$ cat config.mk
export PLATFORM = sky130hd
export DESIGN_NAME = mode_select_fsm
export DESIGN_NICKNAME = d
export VERILOG_FILES = /design/src/rtl/mode_sel_pkg.sv /design/src/rtl/mode_select_fsm_hold_timer.sv /design/src/rtl/mode_select_fsm.sv
export SDC_FILE = /design/constraint.sdc
export NUM_CORES = 1
export LEC_CHECK = 0
export ABC_AREA = 1
export CAP_MARGIN = 15
export CELL_PAD_IN_SITES_DETAIL_PLACEMENT = 1
export CELL_PAD_IN_SITES_GLOBAL_PLACEMENT = 1
export CORE_AREA = 2 2 39 41
export DETAILED_ROUTE_END_ITERATION = 8
export DIE_AREA = 0 0 41 43
export DONT_BUFFER_PORTS = 1
export GPL_ROUTABILITY_DRIVEN = 0
export HOLD_SLACK_MARGIN = 0.06
export PLACE_DENSITY_LB_ADDON = 0.15
export SYNTH_ARGS = -nofsm -noshare
export SYNTH_HDL_FRONTEND = slang
export SYNTH_HIERARCHICAL = 1
export SYNTH_SLANG_ARGS = --single-unit
$ cat constraint.sdc
create_clock -name clk_100hz -period 2.4 [get_ports clk_100hz]
set_clock_uncertainty 0.2 [all_clocks]
set_input_delay 0.48 -clock clk_100hz [delete_from_list [all_inputs] [get_ports clk_100hz]]
set_output_delay 0.48 -clock clk_100hz [all_outputs]
set_load 0.05 [all_outputs]
$ cat src/rtl/mode_sel_pkg.sv
// mode_sel_pkg: shared encodings for the mode selector.
//   ms_state_e : press-tracking FSM states (IDLE / HELD / LONG)
//   DIR_UP / DIR_DOWN : values of the dir input
package mode_sel_pkg;

    typedef enum logic [1:0] {
        MS_IDLE = 2'd0,
        MS_HELD = 2'd1,
        MS_LONG = 2'd2
    } ms_state_e;

    localparam logic DIR_UP   = 1'b0;
    localparam logic DIR_DOWN = 1'b1;

endpackage

$ cat src/rtl/mode_select_fsm_hold_timer.sv
// hold_timer: saturating press-duration counter for the long-press detector.
//   clk, rst : clock, async active-high reset
//   clr      : clear count to 0 (wins over en)
//   en       : count one more high sample, saturating at HOLD_TICKS
//   reached  : high when the sample counted on this edge is the HOLD_TICKS-th
//              (combinational, so the caller acts on the same edge)
module hold_timer #(
    parameter int unsigned HOLD_TICKS = 200
) (
    input  logic clk,
    input  logic rst,
    input  logic clr,
    input  logic en,
    output logic reached
);

    localparam int unsigned CNT_W = $clog2(HOLD_TICKS + 1);

    logic [CNT_W-1:0] cnt_q;
    logic [CNT_W-1:0] cnt_d;

    // Next count: clear, saturating increment, or hold.
    always_comb begin
        cnt_d = cnt_q;
        if (clr) begin
            cnt_d = '0;
        end else if (en && (cnt_q != CNT_W'(HOLD_TICKS))) begin
            cnt_d = cnt_q + CNT_W'(1);
        end
    end

    assign reached = en && !clr && (cnt_q == CNT_W'(HOLD_TICKS - 1));

    always_ff @(posedge clk or posedge rst) begin
        if (rst) begin
            cnt_q <= '0;
        end else begin
            cnt_q <= cnt_d;
        end
    end

endmodule

$ cat src/rtl/mode_select_fsm.sv
// mode_select_fsm: N-mode selector stepped by a debounced button.
//   clk_100hz    : system tick clock
//   rst          : async active-high reset
//   press_level  : debounced button level
//   dir          : step direction (DIR_UP = +1, DIR_DOWN = -1)
//   lock         : ignore presses and drop any press in progress
//   mode         : registered mode index
//   mode_changed : one-cycle pulse per step or long-press load
//   wrapped      : one-cycle pulse when a step wraps around
// Build option: define MODE_SEL_LONG_PRESS_EN to commit steps on release and
// load DEFAULT_MODE after HOLD_TICKS high samples; otherwise steps commit on press.
module mode_select_fsm
    import mode_sel_pkg::*;
#(
    parameter int unsigned NUM_MODES    = 2,
    parameter int unsigned MODE_W       = 1,
    parameter int unsigned DEFAULT_MODE = 0,
    parameter int unsigned HOLD_TICKS   = 200
) (
    input  logic              clk_100hz,
    input  logic              rst,
    input  logic              press_level,
    input  logic              dir,
    input  logic              lock,
    output logic [MODE_W-1:0] mode,
    output logic              mode_changed,
    output logic              wrapped
);

    // Elaboration-time parameter sanity checks.
    if (NUM_MODES < 2 || NUM_MODES > 16) begin : g_bad_num_modes
        $error("NUM_MODES out of range 2..16");
    end
    if (MODE_W != (($clog2(NUM_MODES) < 1) ? 1 : $clog2(NUM_MODES))) begin : g_bad_mode_w
        $error("MODE_W must equal clog2(NUM_MODES)");
    end
    if (DEFAULT_MODE >= NUM_MODES) begin : g_bad_default
        $error("DEFAULT_MODE must be below NUM_MODES");
    end
    if (HOLD_TICKS < 2 || HOLD_TICKS > 4095) begin : g_bad_hold
        $error("HOLD_TICKS out of range 2..4095");
    end

    localparam int unsigned EXT_W = MODE_W + 1;

    logic              prev_q, prev_d;
    logic [MODE_W-1:0] mode_q, mode_d;
    logic              mode_changed_q, mode_changed_d;
    logic              wrapped_q, wrapped_d;

    logic              rise;
    logic              commit;
    logic [EXT_W-1:0]  mode_ext;
    logic [EXT_W-1:0]  step_ext;
    logic              step_wrap;

    assign rise     = press_level & ~prev_q;
    assign mode_ext = {1'b0, mode_q};

    // Candidate next mode for a step, wrapping by explicit compare.
    always_comb begin
        step_ext  = mode_ext;
        step_wrap = 1'b0;
        case (dir)
            DIR_UP: begin
                if (mode_ext == EXT_W'(NUM_MODES - 1)) begin
                    step_ext  = '0;
                    step_wrap = 1'b1;
                end else begin
                    step_ext = mode_ext + EXT_W'(1);
                end
            end
            DIR_DOWN: begin
                if (mode_ext == '0) begin
                    step_ext  = EXT_W'(NUM_MODES - 1);
                    step_wrap = 1'b1;
                end else begin
                    step_ext = mode_ext - EXT_W'(1);
                end
            end
        endcase
    end

`ifdef MODE_SEL_LONG_PRESS_EN
    ms_state_e state_q, state_d;
    logic      fall;
    logic      tmr_clr;
    logic      tmr_en;
    logic      tmr_reached;

    assign fall = ~press_level & prev_q;

    hold_timer #(
        .HOLD_TICKS(HOLD_TICKS)
    ) u_hold_timer (
        .clk     (clk_100hz),
        .rst     (rst),
        .clr     (tmr_clr),
        .en      (tmr_en),
        .reached (tmr_reached)
    );
`endif

    // Next-state and output logic.
    always_comb begin
        prev_d         = press_level;
        mode_d         = mode_q;
        mode_changed_d = 1'b0;
        wrapped_d      = 1'b0;
        commit         = 1'b0;
`ifdef MODE_SEL_LONG_PRESS_EN
        state_d = state_q;
        tmr_clr = 1'b0;
        tmr_en  = 1'b0;
        if (lock) begin
            state_d = MS_IDLE;
            tmr_clr = 1'b1;
        end else begin
            case (state_q)
                MS_IDLE: begin
                    if (rise) begin
                        state_d = MS_HELD;
                        tmr_en  = 1'b1;
                    end
                end
                MS_HELD: begin
                    if (press_level) begin
                        tmr_en = 1'b1;
                        if (tmr_reached) begin
                            mode_d         = MODE_W'(DEFAULT_MODE);
                            mode_changed_d = 1'b1;
                            state_d        = MS_LONG;
                        end
                    end else begin
                        // Released before the hold threshold: short press.
                        commit  = 1'b1;
                        state_d = MS_IDLE;
                        tmr_clr = 1'b1;
                    end
                end
                MS_LONG: begin
                    if (fall) begin
                        state_d = MS_IDLE;
                        tmr_clr = 1'b1;
                    end
                end
                default: begin
                    state_d = MS_IDLE;
                    tmr_clr = 1'b1;
                end
            endcase
        end
`else
        commit = rise & ~lock;
`endif
        if (commit) begin
            mode_d         = step_ext[MODE_W-1:0];
            mode_changed_d = 1'b1;
            wrapped_d      = step_wrap;
        end
    end

    // prev resets high so a level still held at reset release is not a rise;
    // it drops only once the button is sampled low.
    always_ff @(posedge clk_100hz or posedge rst) begin
        if (rst) begin
            prev_q         <= 1'b1;
            mode_q         <= MODE_W'(DEFAULT_MODE);
            mode_changed_q <= 1'b0;
            wrapped_q      <= 1'b0;
`ifdef MODE_SEL_LONG_PRESS_EN
            state_q        <= MS_IDLE;
`endif
        end else begin
            prev_q         <= prev_d;
            mode_q         <= mode_d;
            mode_changed_q <= mode_changed_d;
            wrapped_q      <= wrapped_d;
`ifdef MODE_SEL_LONG_PRESS_EN
            state_q        <= state_d;
`endif
        end
    end

    assign mode         = mode_q;
    assign mode_changed = mode_changed_q;
    assign wrapped      = wrapped_q;

endmodule

Word level (Yosys, flattened, before mapping) --
Cells that the tools add are included.
Cells by class: add/subtract/negate cells 2, multiplexer cells 8, bitwise operators 5, reductions and logical operators 1
Operators by type and width (count):
- 2-to-1 mux 1 bit | 6
- one-hot mux 1 bit (2 select lines) | 2
- inverter 1 bit | 3
- bitwise AND 1 bit | 2
- logical NOT 2 bit | 1
- adder 1 bit (second input constant) | 1
- subtractor 1 bit (second input constant) | 1
Storage, ports and cells: register bits 4, input port bits 5, output and inout port bits 3, logic and storage cells 20

Depth between registers and ports, before layout --
depth in word-level cells 4, gate-level depth with buffers 6

Least setup slack after synthesis --
No wires, ideal clock.
kind register to register, start point register mode_q (netlist: mode), end point register mode_q (netlist: mode), setup time 0.118 ns, data arrival time 1.115 ns, data required time 2.082 ns, setup slack 0.968 ns, cell stages (with the launch flop) 7, period minus slack after synthesis 1.432 ns, cells stage by stage dfrtp_1 > inv_1 > ha_1 > inv_1 > nand2_1 > nand3_1 > nand2_1
On the way: word-level cells in the longest chain between the ends 3
RTL lines:
- start: declaration | line mode_select_fsm.sv:47 | logic [MODE_W-1:0] mode_q, mode_d;
- start signal: assignment | line mode_select_fsm.sv:168 | mode_q <= MODE_W'(DEFAULT_MODE);
- start signal: assignment | line mode_select_fsm.sv:176 | mode_q <= mode_d;
- subtractor 1 bit (tied with other cells) | line mode_select_fsm.sv:78 | step_ext = mode_ext - EXT_W'(1);
- 2-to-1 mux 1 bit, on equally long branches | line mode_select_fsm.sv:74, mode_select_fsm.sv:66
- one-hot mux 1 bit (2 select lines) (*) | line mode_select_fsm.sv:64 | case (dir)
Mark *: on every way between the ends. The rest lies on a longest branch, timed or not. A chain may end at the register's enable or synchronous reset.

Worst setup path after layout --
start point register mode_q (netlist: mode), end point output port mode
RTL lines:
- end: declaration | line mode_select_fsm.sv:25 | output logic [MODE_W-1:0] mode,
No word-level cell between the ends.

==> run_results.csv <==
group,metric,value,unit
route,drc,0,
timing,whs,0.1971,ns
placed_design,dp.cells,39,
route,wl,361,um
clock_network,ctsHoldBuffers,2,
yosys,synth_fp_nets,30,
route,ant_nets,0,
clock_network,post-cts-setup-buffers,0,
power_and_ir_drop,leakage,0.1587,nW
timing,fin_crit_sh,65.51,%
min_path,hp-start,"press_level",
grt,grt_usage,5.628,%
die,io_pins,8,
power_and_ir_drop,p_per_area,801.0,mW/mm^2
clock_network,cts.clk_slew.worst_paths,0.04,ns
clock_network,cts_resized,0,
die,die_x,41,um
setup_path,critPathKind,"reg2out",
timing,hold_violations,0,
timing,setup_viol_count_final,0,
die,initial_core_util,14.47,%
route,vias,143,
yosys,syn_area,200.2,um^2
yosys,yosys-top-cells-area,"dfrtp_1 38%, inv_1 19%, dfstp_2 13%",
final_layout,final_cells,45,
clock_network,clkLatencyLatePin,0.23,ns
die,die_area,0.001763,mm^2
yosys,synth-seq-cells,4,
grt,grt_pass1_vias,173,
setup_path,reg2reg_to,"mode",
final_layout,drive_gt1_share,20.69,%
clock_network,htreeDepth,1,
setup_path,arrival,0.89,ns
setup_path,end_kind,"output pin",
clock_network,cts_made_buffers,3,
route,viasPerCell,3.178,
setup_path,r2r_start,"mode",
timing,finalWorstPathRequiredPeriod,1.572,ns
setup_path,crit_path_start_kind,"register",
final_layout,layout.nets,37,
yosys,synth_top_area_share,37.50,%
die,core,0.001384,mm^2
setup_path,reg2reg_slack,0.89,ns
yosys,yosysWarnings,6,
route,wl_per_cell,8.022,um
min_path,hold_class,"in2reg",
grt,grt_overflow,0,
grt,grt_max_degree,5,
timing,rsz0062_at_grt,"false",
placed_design,io_buffers,0,
setup_path,required,1.72,ns
power_and_ir_drop,power,0.0002135,W
die,rows,14,
min_path,holdPathStages,2,
route,detail_route.first_pass.iterations,2,
clock_network,cts_buffer_depth,2,
yosys,avgSynthCellArea,8.704,um^2
yosys,synth_top_area_cell,"dfrtp_1",
setup_path,worstRegToRegCells,6,
setup_path,crit_path_max_fanout,3,
timing,fin_tns_setup,0,ns
die,die_h,43,um
yosys,synth_cell_type_count,9,
job,maxCapViolCount,0,
placed_design,place_area,220.2,um^2
timing,max_freq,636.0,MHz
final_layout,final_common_cell,"inv_1",
clock_network,cts_sinks,4,
timing,slew_headroom,65.90,%
final_layout,final_cell_mix,"10 x inv_1, 3 x nand2_1, 3 x clkbuf_4, 3 x dfrtp_1",
clock_network,clockRootBuffer,"clkbuf_4",
timing,worst_pin_slew,0.5115,ns
route,drtIter0Drc,3,
final_layout,fin_area,266.5,um^2
yosys,yosysSeqAreaShare,50.63,%
run_status,status,"finished, final reports clean",
final_layout,diodes,0,
timing,drv_slew,0,
grt,grt_first_pass_wirelength,634,um
setup_path,crit_cells,0,
clock_network,cts_tree,"yes",
power_and_ir_drop,peakVddDrop,0.1019,mV
final_layout,area_delta_synth_final,33.13,%
yosys,syn_inst,23,
grt,antenna_found_initial,0,
min_path,hold_end,"wrapped",
[where the power goes]
group	leakage [nW]	internal, W	switching (W)
clock network	0.0150	0.0000625	0.0000287
registers	0.0500	0.0000742	0.0000236
logic	0.0937	0.0000107	0.0000139
total	0.159	0.000147	0.0000662
[Yosys cell counts]
library cell  number
nand3_2            1
nand3_1            1
ha_1               2
nor2_1             1
dfstp_2            1
inv_1             10
nand2_1            3
dfrtp_1            3
nor2_2             1
[cell families after synthesis]
logic type,Yosys count,synth area share (%)
buffers and inverters,10,18.75
and+or+nand+nor,7,18.12
DFF,4,50.63
adders and majority gates,2,12.50
[cell type report]
class	instances	area, um^2
Fill cell	166	1117
Sequential cell	4	101.3
Multi-Input combinational cell	9	61.31
Inverter	10	37.54
Clock buffer	4	26.28
Timing Repair Buffer	2	20.02
Tap cell	16	20.02
[routing by layer]
layer,share of wire [%],up-vias,GRT usage (%),wire [um]
met5,0,-,0,0
met4,0,0,6.000,0
met3,5.5,0,2.094,20
met2,50,4,7.500,179
met1,45,66,6.129,161
li1,-,73,-,-
[flip-flops by register name (all words and copies together), names as in the netlist]
register	flops
mode	1
mode_changed	1
prev_q	1
wrapped	1
[per-stage QoR]
stage                     setup slack (ns)  utilization (%)
after floorplan                     0.9676                -
after global placement              0.8780            15.91
after detailed placement            0.8622            15.91
after CTS                           0.8052            19.26
after global routing                0.7750            19.26
final                               0.8277            19.26
[how the worst max path moves through the flow]
stage | from | to | slack [ns]
finish | mode | mode | 0.83
global route | mode | mode | 0.78
CTS | mode | mode | 0.81
detailed placement | mode | mode | 0.86
global placement | mode | mode | 0.88
floorplan | mode | mode | 0.97
[worst register-to-register path: stages (launching register included)]
cell and delay, ns:
dfrtp_1 0.65, inv_1 0.13, ha_1 0.20, inv_1 0.05, nand2_1 0.05, nand3_1 0.07
nand2_1 0.05
(Power assumes the default switching activity.)
